File: config.mk
export PLATFORM = sky130hd
export DESIGN_NAME = jt12_bus_writer
export DESIGN_NICKNAME = d
export VERILOG_FILES = /design/src/rtl/jt12_bus_writer.sv
export SDC_FILE = /design/constraint.sdc
export NUM_CORES = 1
export LEC_CHECK = 0
export ABC_AREA = 1
export BUFFER_PORTS_ARGS = -buffer_cell sky130_fd_sc_hd__buf_2
export CAP_MARGIN = 5
export CORE_MARGIN = 3
export CORE_UTILIZATION = 55
export CTS_BUF_LIST = sky130_fd_sc_hd__clkbuf_8
export CTS_CLUSTER_DIAMETER = 200
export CTS_CLUSTER_SIZE = 10
export DETAILED_ROUTE_END_ITERATION = 8
export HOLD_SLACK_MARGIN = 0.06
export PLACE_DENSITY = 0.84
export SLEW_MARGIN = 5
export SYNTH_ARGS = -nofsm -noshare
export SYNTH_HDL_FRONTEND = slang
export SYNTH_SLANG_ARGS = --single-unit
File: constraint.sdc
create_clock -name clk -period 3.3 [get_ports clk]
set_input_delay 0.495 -clock clk [delete_from_list [all_inputs] [get_ports clk]]
set_output_delay 0.495 -clock clk [all_outputs]
set_load 0.005 [all_outputs]
File: src/rtl/jt12_bus_writer.sv
// Purpose : queues (port, reg, value) writes and replays each one as the YM two-phase
//           address/data bus write, then polls busy or waits a fixed gap.
// Latency : a push into an empty, idle block drives cs_n low at the 2nd cen edge after the push.
// Backpr. : req_ready = FIFO not full; a push attempted while full is dropped.
//
// Ports:
//   clk, rst (async, active high), cen (state advances only when 1)
//   req_valid/req_ready/req_port/req_reg/req_val : request push interface
//   addr, din, cs_n, wr_n : registered chip bus outputs; dout : chip status (bit 7 = busy)
//   level : FIFO occupancy; active : busy or work pending
//   timeout : sticky busy-poll timeout flag; clr_timeout clears it (a set wins)

module jt12_bus_writer_fifo #(
    parameter int DEPTH = 16,
    parameter int W     = 17
) (
    input  logic                       clk,
    input  logic                       rst,
    input  logic                       push_vld,
    output logic                       push_rdy,
    input  logic [W-1:0]               push_dat,
    input  logic                       pop,
    output logic [W-1:0]               pop_dat,
    output logic                       empty,
    output logic [$clog2(DEPTH):0]     level
);
    localparam int LW = $clog2(DEPTH);
    localparam logic [LW:0] FULL_CNT = (LW+1)'(DEPTH);

    logic [W-1:0]  mem_q [DEPTH];
    logic [LW-1:0] wr_ptr_q;
    logic [LW-1:0] rd_ptr_q;
    logic [LW:0]   cnt_q;
    logic          do_push;
    logic          do_pop;

    assign push_rdy = (cnt_q != FULL_CNT);
    assign empty    = (cnt_q == '0);
    assign level    = cnt_q;
    assign pop_dat  = mem_q[rd_ptr_q];
    assign do_push  = push_vld && push_rdy;
    assign do_pop   = pop && !empty;

    // Storage has no reset: contents are only meaningful below the count.
    always_ff @(posedge clk) begin
        if (do_push) begin
            mem_q[wr_ptr_q] <= push_dat;
        end
    end

    always_ff @(posedge clk or posedge rst) begin
        if (rst) begin
            wr_ptr_q <= '0;
            rd_ptr_q <= '0;
            cnt_q    <= '0;
        end else begin
            if (do_push) begin
                wr_ptr_q <= wr_ptr_q + 1'b1;
            end
            if (do_pop) begin
                rd_ptr_q <= rd_ptr_q + 1'b1;
            end
            case ({do_push, do_pop})
                2'b10:   cnt_q <= cnt_q + 1'b1;
                2'b01:   cnt_q <= cnt_q - 1'b1;
                default: cnt_q <= cnt_q;
            endcase
        end
    end
endmodule

module jt12_bus_writer #(
    parameter int DEPTH    = 16,
    parameter int WR_LEN   = 2,
    parameter int GAP      = 4,
    parameter int USE_BUSY = 1,
    parameter int TIMEOUT  = 1023
) (
    input  logic                   clk,
    input  logic                   rst,
    input  logic                   cen,
    input  logic                   req_valid,
    output logic                   req_ready,
    input  logic                   req_port,
    input  logic [7:0]             req_reg,
    input  logic [7:0]             req_val,
    output logic [1:0]             addr,
    output logic [7:0]             din,
    output logic                   cs_n,
    output logic                   wr_n,
    input  logic [7:0]             dout,
    output logic [$clog2(DEPTH):0] level,
    output logic                   active,
    output logic                   timeout,
    input  logic                   clr_timeout
);
    typedef struct packed {
        logic       port;
        logic [7:0] rg;
        logic [7:0] val;
    } wr_req_t;

    localparam logic [2:0] ST_IDLE = 3'd0;
    localparam logic [2:0] ST_AW   = 3'd1;
    localparam logic [2:0] ST_AG   = 3'd2;
    localparam logic [2:0] ST_DW   = 3'd3;
    localparam logic [2:0] ST_DG   = 3'd4;
    localparam logic [2:0] ST_BSY  = 3'd5;

    localparam logic [3:0]  WR_LEN_M1 = 4'(WR_LEN - 1);
    localparam logic [7:0]  GAP_M1    = 8'(GAP - 1);
    localparam logic [15:0] TMO_M1    = 16'(TIMEOUT - 1);

    logic [2:0]  state_q,   state_d;
    logic [3:0]  ph_cnt_q,  ph_cnt_d;
    logic [7:0]  gap_cnt_q, gap_cnt_d;
    logic [15:0] tmo_cnt_q, tmo_cnt_d;
    wr_req_t     ent_q,     ent_d;
    logic [1:0]  addr_q;
    logic [7:0]  din_q;
    logic        cs_n_q;
    logic        wr_n_q;
    logic        timeout_q;

    logic        fifo_pop;
    logic        fifo_empty;
    wr_req_t     fifo_dat;
    wr_req_t     push_req;
    logic        tmo_set;
    logic        busy;
    logic        unused_dout;

    assign push_req    = '{port: req_port, rg: req_reg, val: req_val};
    assign busy        = dout[7];
    assign unused_dout = ^dout[6:0];

    jt12_bus_writer_fifo #(
        .DEPTH (DEPTH),
        .W     ($bits(wr_req_t))
    ) u_fifo (
        .clk      (clk),
        .rst      (rst),
        .push_vld (req_valid),
        .push_rdy (req_ready),
        .push_dat (push_req),
        .pop      (fifo_pop),
        .pop_dat  (fifo_dat),
        .empty    (fifo_empty),
        .level    (level)
    );

    // Next-state logic; every counter is cleared on entry to the state that uses it,
    // and the compare-before-increment keeps it from ever wrapping.
    always_comb begin
        state_d   = state_q;
        ph_cnt_d  = ph_cnt_q;
        gap_cnt_d = gap_cnt_q;
        tmo_cnt_d = tmo_cnt_q;
        ent_d     = ent_q;
        fifo_pop  = 1'b0;
        tmo_set   = 1'b0;
        if (cen) begin
            case (state_q)
                ST_IDLE: begin
                    if (!fifo_empty) begin
                        fifo_pop = 1'b1;
                        ent_d    = fifo_dat;
                        ph_cnt_d = '0;
                        state_d  = ST_AW;
                    end
                end
                ST_AW: begin
                    if (ph_cnt_q >= WR_LEN_M1) begin
                        gap_cnt_d = '0;
                        state_d   = ST_AG;
                    end else begin
                        ph_cnt_d = ph_cnt_q + 4'd1;
                    end
                end
                ST_AG: begin
                    if (gap_cnt_q >= GAP_M1) begin
                        ph_cnt_d = '0;
                        state_d  = ST_DW;
                    end else begin
                        gap_cnt_d = gap_cnt_q + 8'd1;
                    end
                end
                ST_DW: begin
                    if (ph_cnt_q >= WR_LEN_M1) begin
                        gap_cnt_d = '0;
                        state_d   = ST_DG;
                    end else begin
                        ph_cnt_d = ph_cnt_q + 4'd1;
                    end
                end
                ST_DG: begin
                    if (gap_cnt_q >= GAP_M1) begin
                        tmo_cnt_d = '0;
                        state_d   = (USE_BUSY != 0) ? ST_BSY : ST_IDLE;
                    end else begin
                        gap_cnt_d = gap_cnt_q + 8'd1;
                    end
                end
                ST_BSY: begin
                    if (!busy) begin
                        state_d = ST_IDLE;
                    end else if (tmo_cnt_q >= TMO_M1) begin
                        tmo_set = 1'b1;
                        state_d = ST_IDLE;
                    end else if (tmo_cnt_q != 16'hFFFF) begin
                        tmo_cnt_d = tmo_cnt_q + 16'd1;
                    end
                end
                default: state_d = ST_IDLE;
            endcase
        end
    end

    always_ff @(posedge clk or posedge rst) begin
        if (rst) begin
            state_q   <= ST_IDLE;
            ph_cnt_q  <= '0;
            gap_cnt_q <= '0;
            tmo_cnt_q <= '0;
            ent_q     <= '0;
        end else begin
            state_q   <= state_d;
            ph_cnt_q  <= ph_cnt_d;
            gap_cnt_q <= gap_cnt_d;
            tmo_cnt_q <= tmo_cnt_d;
            ent_q     <= ent_d;
        end
    end

    // Bus outputs are decoded from the current state into flops, so the pins trail the
    // state by one cen cycle and are glitch free. addr/din hold outside the write phases.
    always_ff @(posedge clk or posedge rst) begin
        if (rst) begin
            addr_q <= 2'b00;
            din_q  <= 8'h00;
            cs_n_q <= 1'b1;
            wr_n_q <= 1'b1;
        end else if (cen) begin
            case (state_q)
                ST_AW: begin
                    addr_q <= {ent_q.port, 1'b0};
                    din_q  <= ent_q.rg;
                    cs_n_q <= 1'b0;
                    wr_n_q <= 1'b0;
                end
                ST_DW: begin
                    addr_q <= {ent_q.port, 1'b1};
                    din_q  <= ent_q.val;
                    cs_n_q <= 1'b0;
                    wr_n_q <= 1'b0;
                end
                ST_BSY: begin
                    addr_q <= 2'b00;
                    cs_n_q <= 1'b0;
                    wr_n_q <= 1'b1;
                end
                default: begin
                    cs_n_q <= 1'b1;
                    wr_n_q <= 1'b1;
                end
            endcase
        end
    end

    // Clear is honoured on any clk edge; a timeout set in the same cycle takes priority.
    always_ff @(posedge clk or posedge rst) begin
        if (rst) begin
            timeout_q <= 1'b0;
        end else if (tmo_set) begin
            timeout_q <= 1'b1;
        end else if (clr_timeout) begin
            timeout_q <= 1'b0;
        end
    end

    assign addr    = addr_q;
    assign din     = din_q;
    assign cs_n    = cs_n_q;
    assign wr_n    = wr_n_q;
    assign timeout = timeout_q;
    assign active  = (state_q != ST_IDLE) || !fifo_empty;
endmodule

After elaboration in Yosys (flattened, before gate mapping)
Memory sizes are Yosys's and may differ from the RTL's. A register that Yosys moved wholly into a read port is not among the register bits.
Cells that the tools add are included.
{"block": "op_classes", "shift": 0, "n_addsub": 7, "n_reduce_logical": 24, "mux": 36, "n_bitwise": 1, "n_mul": 0, "magnitude_cmp": 3, "eq_ne": 21, "div": 0}
{"operator": "$mux W16", "n": 4}
{"operator": "$pmux W16 S2", "n": 1}
{"operator": "$pmux W8 S2", "n": 2}
{"operator": "$mux W3", "n": 7}
{"operator": "$ne A2 B2 Y1 const B", "n": 10}
{"operator": "$pmux W3 S6", "n": 1}
{"operator": "$add A16 B1 Y16 const B", "n": 1}
{"operator": "$ge A16 B10 Y1 const B", "n": 1}
{"operator": "$mux W8", "n": 2}
{"operator": "$ne A16 B16 Y1 const B", "n": 1}
{"operator": "$mux W1", "n": 13}
{"operator": "$add A4 B1 Y4 const B", "n": 3}
{"operator": "$mux W4", "n": 3}
{"operator": "$pmux W4 S3", "n": 1}
{"operator": "$pmux W5 S2", "n": 1}
{"operator": "$reduce_bool A2 Y1", "n": 5}
{"operator": "$reduce_bool A3 Y1", "n": 3}
{"operator": "$add A8 B1 Y8 const B", "n": 1}
{"operator": "$ge A8 B2 Y1 const B", "n": 1}
{"operator": "$reduce_and A7 Y1", "n": 1}
{"operator": "$eq A3 B2 Y1 const B", "n": 2}
{"operator": "$eq A3 B3 Y1 const B", "n": 2}
{"operator": "$pmux W2 S3", "n": 1}
{"operator": "$reduce_and A6 Y1", "n": 1}
{"operator": "other kinds (21)", "n": 24}
{"block": "word_totals", "latch_bits": 0, "word_cells": 105, "n_memories": 1, "in_bits": 30, "ram_bits": 272, "register_bits": 57, "romBits": 0, "output_inout_bits": 20}
{"memory": "u_fifo.mem_q", "words": 16, "word_bits": 17, "read_ports": 1, "rd_clocked_by_memory_dff": 1, "wr": 1, "line_no": "30", "source": "logic [W-1:0] mem_q [DEPTH];"}

Depth between registers and ports, before layout
{"block": "depth", "ltp_word": 7, "mapped_depth": 15, "depth_no_buf": 15}

Hierarchy
Synthesis repeated with hierarchy kept, for this count alone.
{"block": "unflattened", "cells_unflattened": 1580, "hier_area_um2": 15315.9}
{"mod": "jt12_bus_writer_fifo", "cells_per_inst": 1181, "n_inst": 1, "area_per_inst_um2": 12264.3}
{"mod": "jt12_bus_writer", "cells_per_inst": 399, "n_inst": 1, "area_per_inst_um2": 3051.7}

Worst setup path before layout
Ideal clock, no wire load.
{"block": "synth_path", "path_kind": "input -> register", "startpoint": "input cen", "endpoint": "register u_fifo.cnt_q[4], in the netlist u_fifo.level[4]", "slack_ns": 0.780, "arrival_time_ns": 2.404, "path_buffers": 2, "cell_stages": 14, "path_cell_list": "clkbuf_1 -> inv_1 -> nor3_2 -> buf_2 -> ha_1 -> inv_1 -> fa_1 -> inv_1 -> a21oi_1 -> nor2_1 -> nor2_1 -> xor2_1 -> nand2_1 -> nand2_1"}
{"block": "synth_via", "elab_chain_cells": 4, "word_cells_on_any_way": 6}
{"item": "start: declaration", "line_no": "81", "source": "input logic cen,"}
{"item": "$mux W1 *", "line_no": "162", "source": "if (cen) begin"}
{"item": "$logic_and A1 B1 Y1 *", "line_no": "42", "source": "assign do_pop = pop && !empty;"}
{"item": "named net u_fifo.do_pop", "line_no": "35", "source": "logic do_pop;"}
{"item": "$eq A2 B1 Y1 / $eq A2 B2 Y1 (equally long branches)", "line_no": "63", "source": "case ({do_push, do_pop})"}
{"item": "$pmux W5 S2 / $reduce_bool A2 Y1 (equally long branches)"}
{"item": "end signal: assignment", "line_no": "64", "source": "2'b10: cnt_q <= cnt_q + 1'b1;"}
{"item": "end signal: assignment", "line_no": "65", "source": "2'b01: cnt_q <= cnt_q - 1'b1;"}
{"item": "end signal: assignment", "line_no": "66", "source": "default: cnt_q <= cnt_q;"}
{"item": "end: declaration", "line_no": "33", "source": "logic [LW:0] cnt_q;"}
Mark *: on every way through the listed nets, which the timed path passes. The rest lies on a longest branch.
A chain may end at the register's enable or synchronous reset.

Worst setup path after layout
{"block": "layout_path", "startpoint": "register state_q[1]", "endpoint": "register u_fifo.cnt_q[4], in the netlist u_fifo.level[4]"}
{"block": "layout_via", "elab_chain_cells": 6, "word_cells_on_any_way": 8}
{"item": "start: declaration", "line_no": "114", "source": "logic [2:0] state_q, state_d;"}
{"item": "start signal: assignment", "line_no": "227", "source": "state_q <= state_d;"}
{"item": "$logic_not A3 Y1 *", "line_no": "163", "source": "case (state_q)"}
{"item": "$mux W1 *", "line_no": "163"}
{"item": "$mux W1 *", "line_no": "162"}
{"item": "$logic_and A1 B1 Y1 *", "line_no": "42"}
{"item": "$eq A2 B1 Y1 / $eq A2 B2 Y1 (equally long branches)", "line_no": "63"}
{"item": "$pmux W5 S2 / $reduce_bool A2 Y1 (equally long branches)"}
Every way passes the cells marked *; elsewhere a longest branch is shown, timed or not.

==> qor.yml <==
outcome: "completed"
critPathArrivalTime_ps: 2970
setup.worst_path.start_class: "flip-flop"
timing.critical_path.max_delay_family: "simple AND/OR/NAND/NOR gates"
final.period_utilization_pct: 75.92
antenna_found_initial: 4
critical_path.max_stage_delay_ps: 490
grt_setup_unrepaired: "false"
p_leak_nw: 6.890
route.vias.total: 10390
synth_compound_gate_area_share_pct: 2.653
final.min_clock_period_ps: 2505
ys_seq_area_share_pct: 67.03
antenna_violating_nets_post_route: 0
finalInstanceArea_sq_um: 16230
design.die.area_sq_um: 29200
dominant_combinational_cell_family_by_area_after_synthesis: "simple AND/OR/NAND/NOR gates"
fin_cells: 1872
drc_errors: 0
post_synth_xor_area_fraction_pct: 0.8202
route.final.wire_length_um: 33110
vias_in_the_first_global_route: 10230
drive_above_1_share_pct: 10.28
antennaDiodeCount: 0
clk_root_buffer_cell: "sky130_fd_sc_hd__clkbuf_8"
die_width_um: 170.9
max-cap-violations: 0
synth.cell_area_sq_um: 14950
cts.repair_timing.setup_buffer_count: 0
die_h_um: 170.9
cts_hold_buf: 0
grt_overflow: 0
top_library_cells_by_usage_in_the_layout_fill_and_taps_aside: "sky130_fd_sc_hd__nand2_1 (562), sky130_fd_sc_hd__edfxtp_1 (272), sky130_fd_sc_hd__nand3_1 (146)"
report.final.setup_viol: 0
p_total_mw: 13.15
avgViaCountPerCell: 5.552
core_sq_um: 26350
worstPathCellList: "nor2_1 -> nand2_1 -> nor3_2 -> ha_1 -> inv_1 -> fa_1 -> inv_1 -> a21oi_1 -> nor2_1 -> nor2_1 -> xor2_1 -> nand2_1 -> nand2_1"
fin_skew_ps: 31.07
clock_tree.htree_level_count: 2
routability_cong: 0.8263
number_of_synthesized_register_bits: 346
cts.path.max_buffers: 3
synth_area_per_cell_sq_um: 10.14
port_buffers: 42
drt-pass1-iter-count: 5
hold_path_class: "input port to asynchronous set/reset pin"
cp_slowest_cell: "sky130_fd_sc_hd__dfrtp_1"
clock_tree_from_tritoncts: "yes"
area_share_of_and_or_nand_nor_cells_after_synthesis_pct: 23.60
timing_worst_slew_pin_value_ps: 844.8
syn2layout_area_growth_pct: 8.528
fin_util_pct: 61.57
layout_setup_ws_ps: 794.7
hpwlAfterDp_um: 19260
wl_per_cell_um: 17.69
placed_area_sq_um: 15560
setup_tns_ps: 0
worst-path-buf-inv: 2
most_common_library_cell_in_the_layout_ignoring_fill_and_taps: "sky130_fd_sc_hd__nand2_1"
numClockSinks: 346
cp_data_required_time_ps: 3770
effective_utilization_at_floorplan_pct: 56.73
numCtsBuffers: 40
ys.warnings.count: 0
path_max_fanout: 8
synth_fp_nets: 1520
maximum_number_of_pins_on_one_net_before_global_route_repair: 75
worst-r2r-setup-slack_ps: 790
ff2ff_path_depth: 13
slew_headroom_pct: 43.33
final_hold_viol_count: 0
count_of_routing_violations_after_the_opening_detailed_route_iteration: 1159
power.ir.vdd_worst_v: 0.0006200
power_density_nw_per_um2: 810.6
yosys.area_share.adder_pct: 1.389
timing.hold.ws_ps: 85.49
syn_inst: 1474
grt_pass1_wl_um: 52340
num-nets-final: 1569
detailedPlace.worstSlack_ps: 818.8
ys_types: 37
portion_of_netlist_area_occupied_by_mux_cells_pct: 0
clock.fmax_mhz: 399.1
placed_cells_incl_taps: 1816
num_rows: 59
clk_transition_reported_paths_ps: 80
groute.usage.overall_pct: 23.15
timing.final.max_slew_violations: 0
floorplan.io_pins: 50
cp_num_cells: 13
crit_type: "flip-flop to flip-flop"
clkLatencyLatePin_ps: 570
cts_resized: 0
critPathCaptureType: "flip-flop"
cell type report:
class                           instances  area [sq um]
Fill cell                            1971         10130
Clock inverter                         15         100.1
Timing Repair Buffer                   71         465.4
Multi-Input combinational cell        971          4295
Sequential cell                       346         10030
Clock buffer                           41         564.3
Inverter                               93         351.6
Tap cell                              335         419.2
flip-flops by register name, summed over array words and instances (netlist names):
signal           count
cs_n                 1
u_fifo.rd_ptr_q      4
u_fifo.mem_q       272
addr                 2
u_fifo.wr_ptr_q      4
wr_n                 1
ent_q               17
timeout              1
u_fifo.level         5
tmo_cnt_q           16
din                  8
ph_cnt_q             4
gap_cnt_q            8
state_q              3
cells in the mapped netlist, drive strengths merged:
| cell | count | area share [%] |
|---|---|---|
| ha | 15 | 1.3 |
| nand2 | 564 | 14 |
| nor3 | 1 | 0.067 |
| clkinv | 3 | 0.075 |
| o21bai | 2 | 0.10 |
| a21boi | 1 | 0.050 |
| o22ai | 1 | 0.042 |
| or2 | 2 | 0.084 |
| xor2 | 9 | 0.53 |
| a21oi | 5 | 0.17 |
| a31oi | 1 | 0.042 |
| nand4 | 5 | 0.21 |
| nand3b | 1 | 0.050 |
| nor2 | 143 | 3.8 |
| o211ai | 1 | 0.084 |
| edfxtp | 272 | 55 |
| buf | 51 | 1.8 |
| inv | 90 | 2.3 |
| fa | 1 | 0.13 |
| dfstp | 2 | 0.35 |
| nand3 | 150 | 5.2 |
| dfrtp | 72 | 12 |
| clkbuf | 13 | 0.33 |
| o21ai | 64 | 2.2 |
| xnor2 | 5 | 0.29 |
worst paths after layout:
kind | endpoint | start
setup / recovery | u_fifo.level[4] | state_q[1]
hold / removal | tmo_cnt_q[14] | rst
setup reg to reg | u_fifo.level[4] | state_q[1]
hold reg to reg | gap_cnt_q[7] | gap_cnt_q[7]
max in group asynchronous | cs_n | rst
min in group clk | timeout | clr_timeout
kinds of logic (layout without fill, tap and decap cells):
family          count (synthesis)  count (layout)
xor+xnor                       14              14
flops                         346             346
compound gates                 75              75
simple gates                  866             866
fa+ha+maj                      16              16
buf+inv                       157             220
power breakdown:
part           switching, mW  total [mW]  internal [mW]
combinational           3.31        4.73           1.43
clock                   1.42        2.64           1.22
sequential             0.408        5.78           5.37
routing by layer:
layer | up-vias | part of all wire, % | track usage (%) | routed length, um
met5 | - | 0.17 | 0 | 55
met4 | 8 | 3.8 | 10.22 | 1243
met3 | 100 | 10 | 5.615 | 3387
met2 | 484 | 45 | 35.94 | 15040
met1 | 4890 | 40 | 31.47 | 13380
li1 | 4912 | - | - | -
No activity file was read; power rests on OpenSTA's default activity.
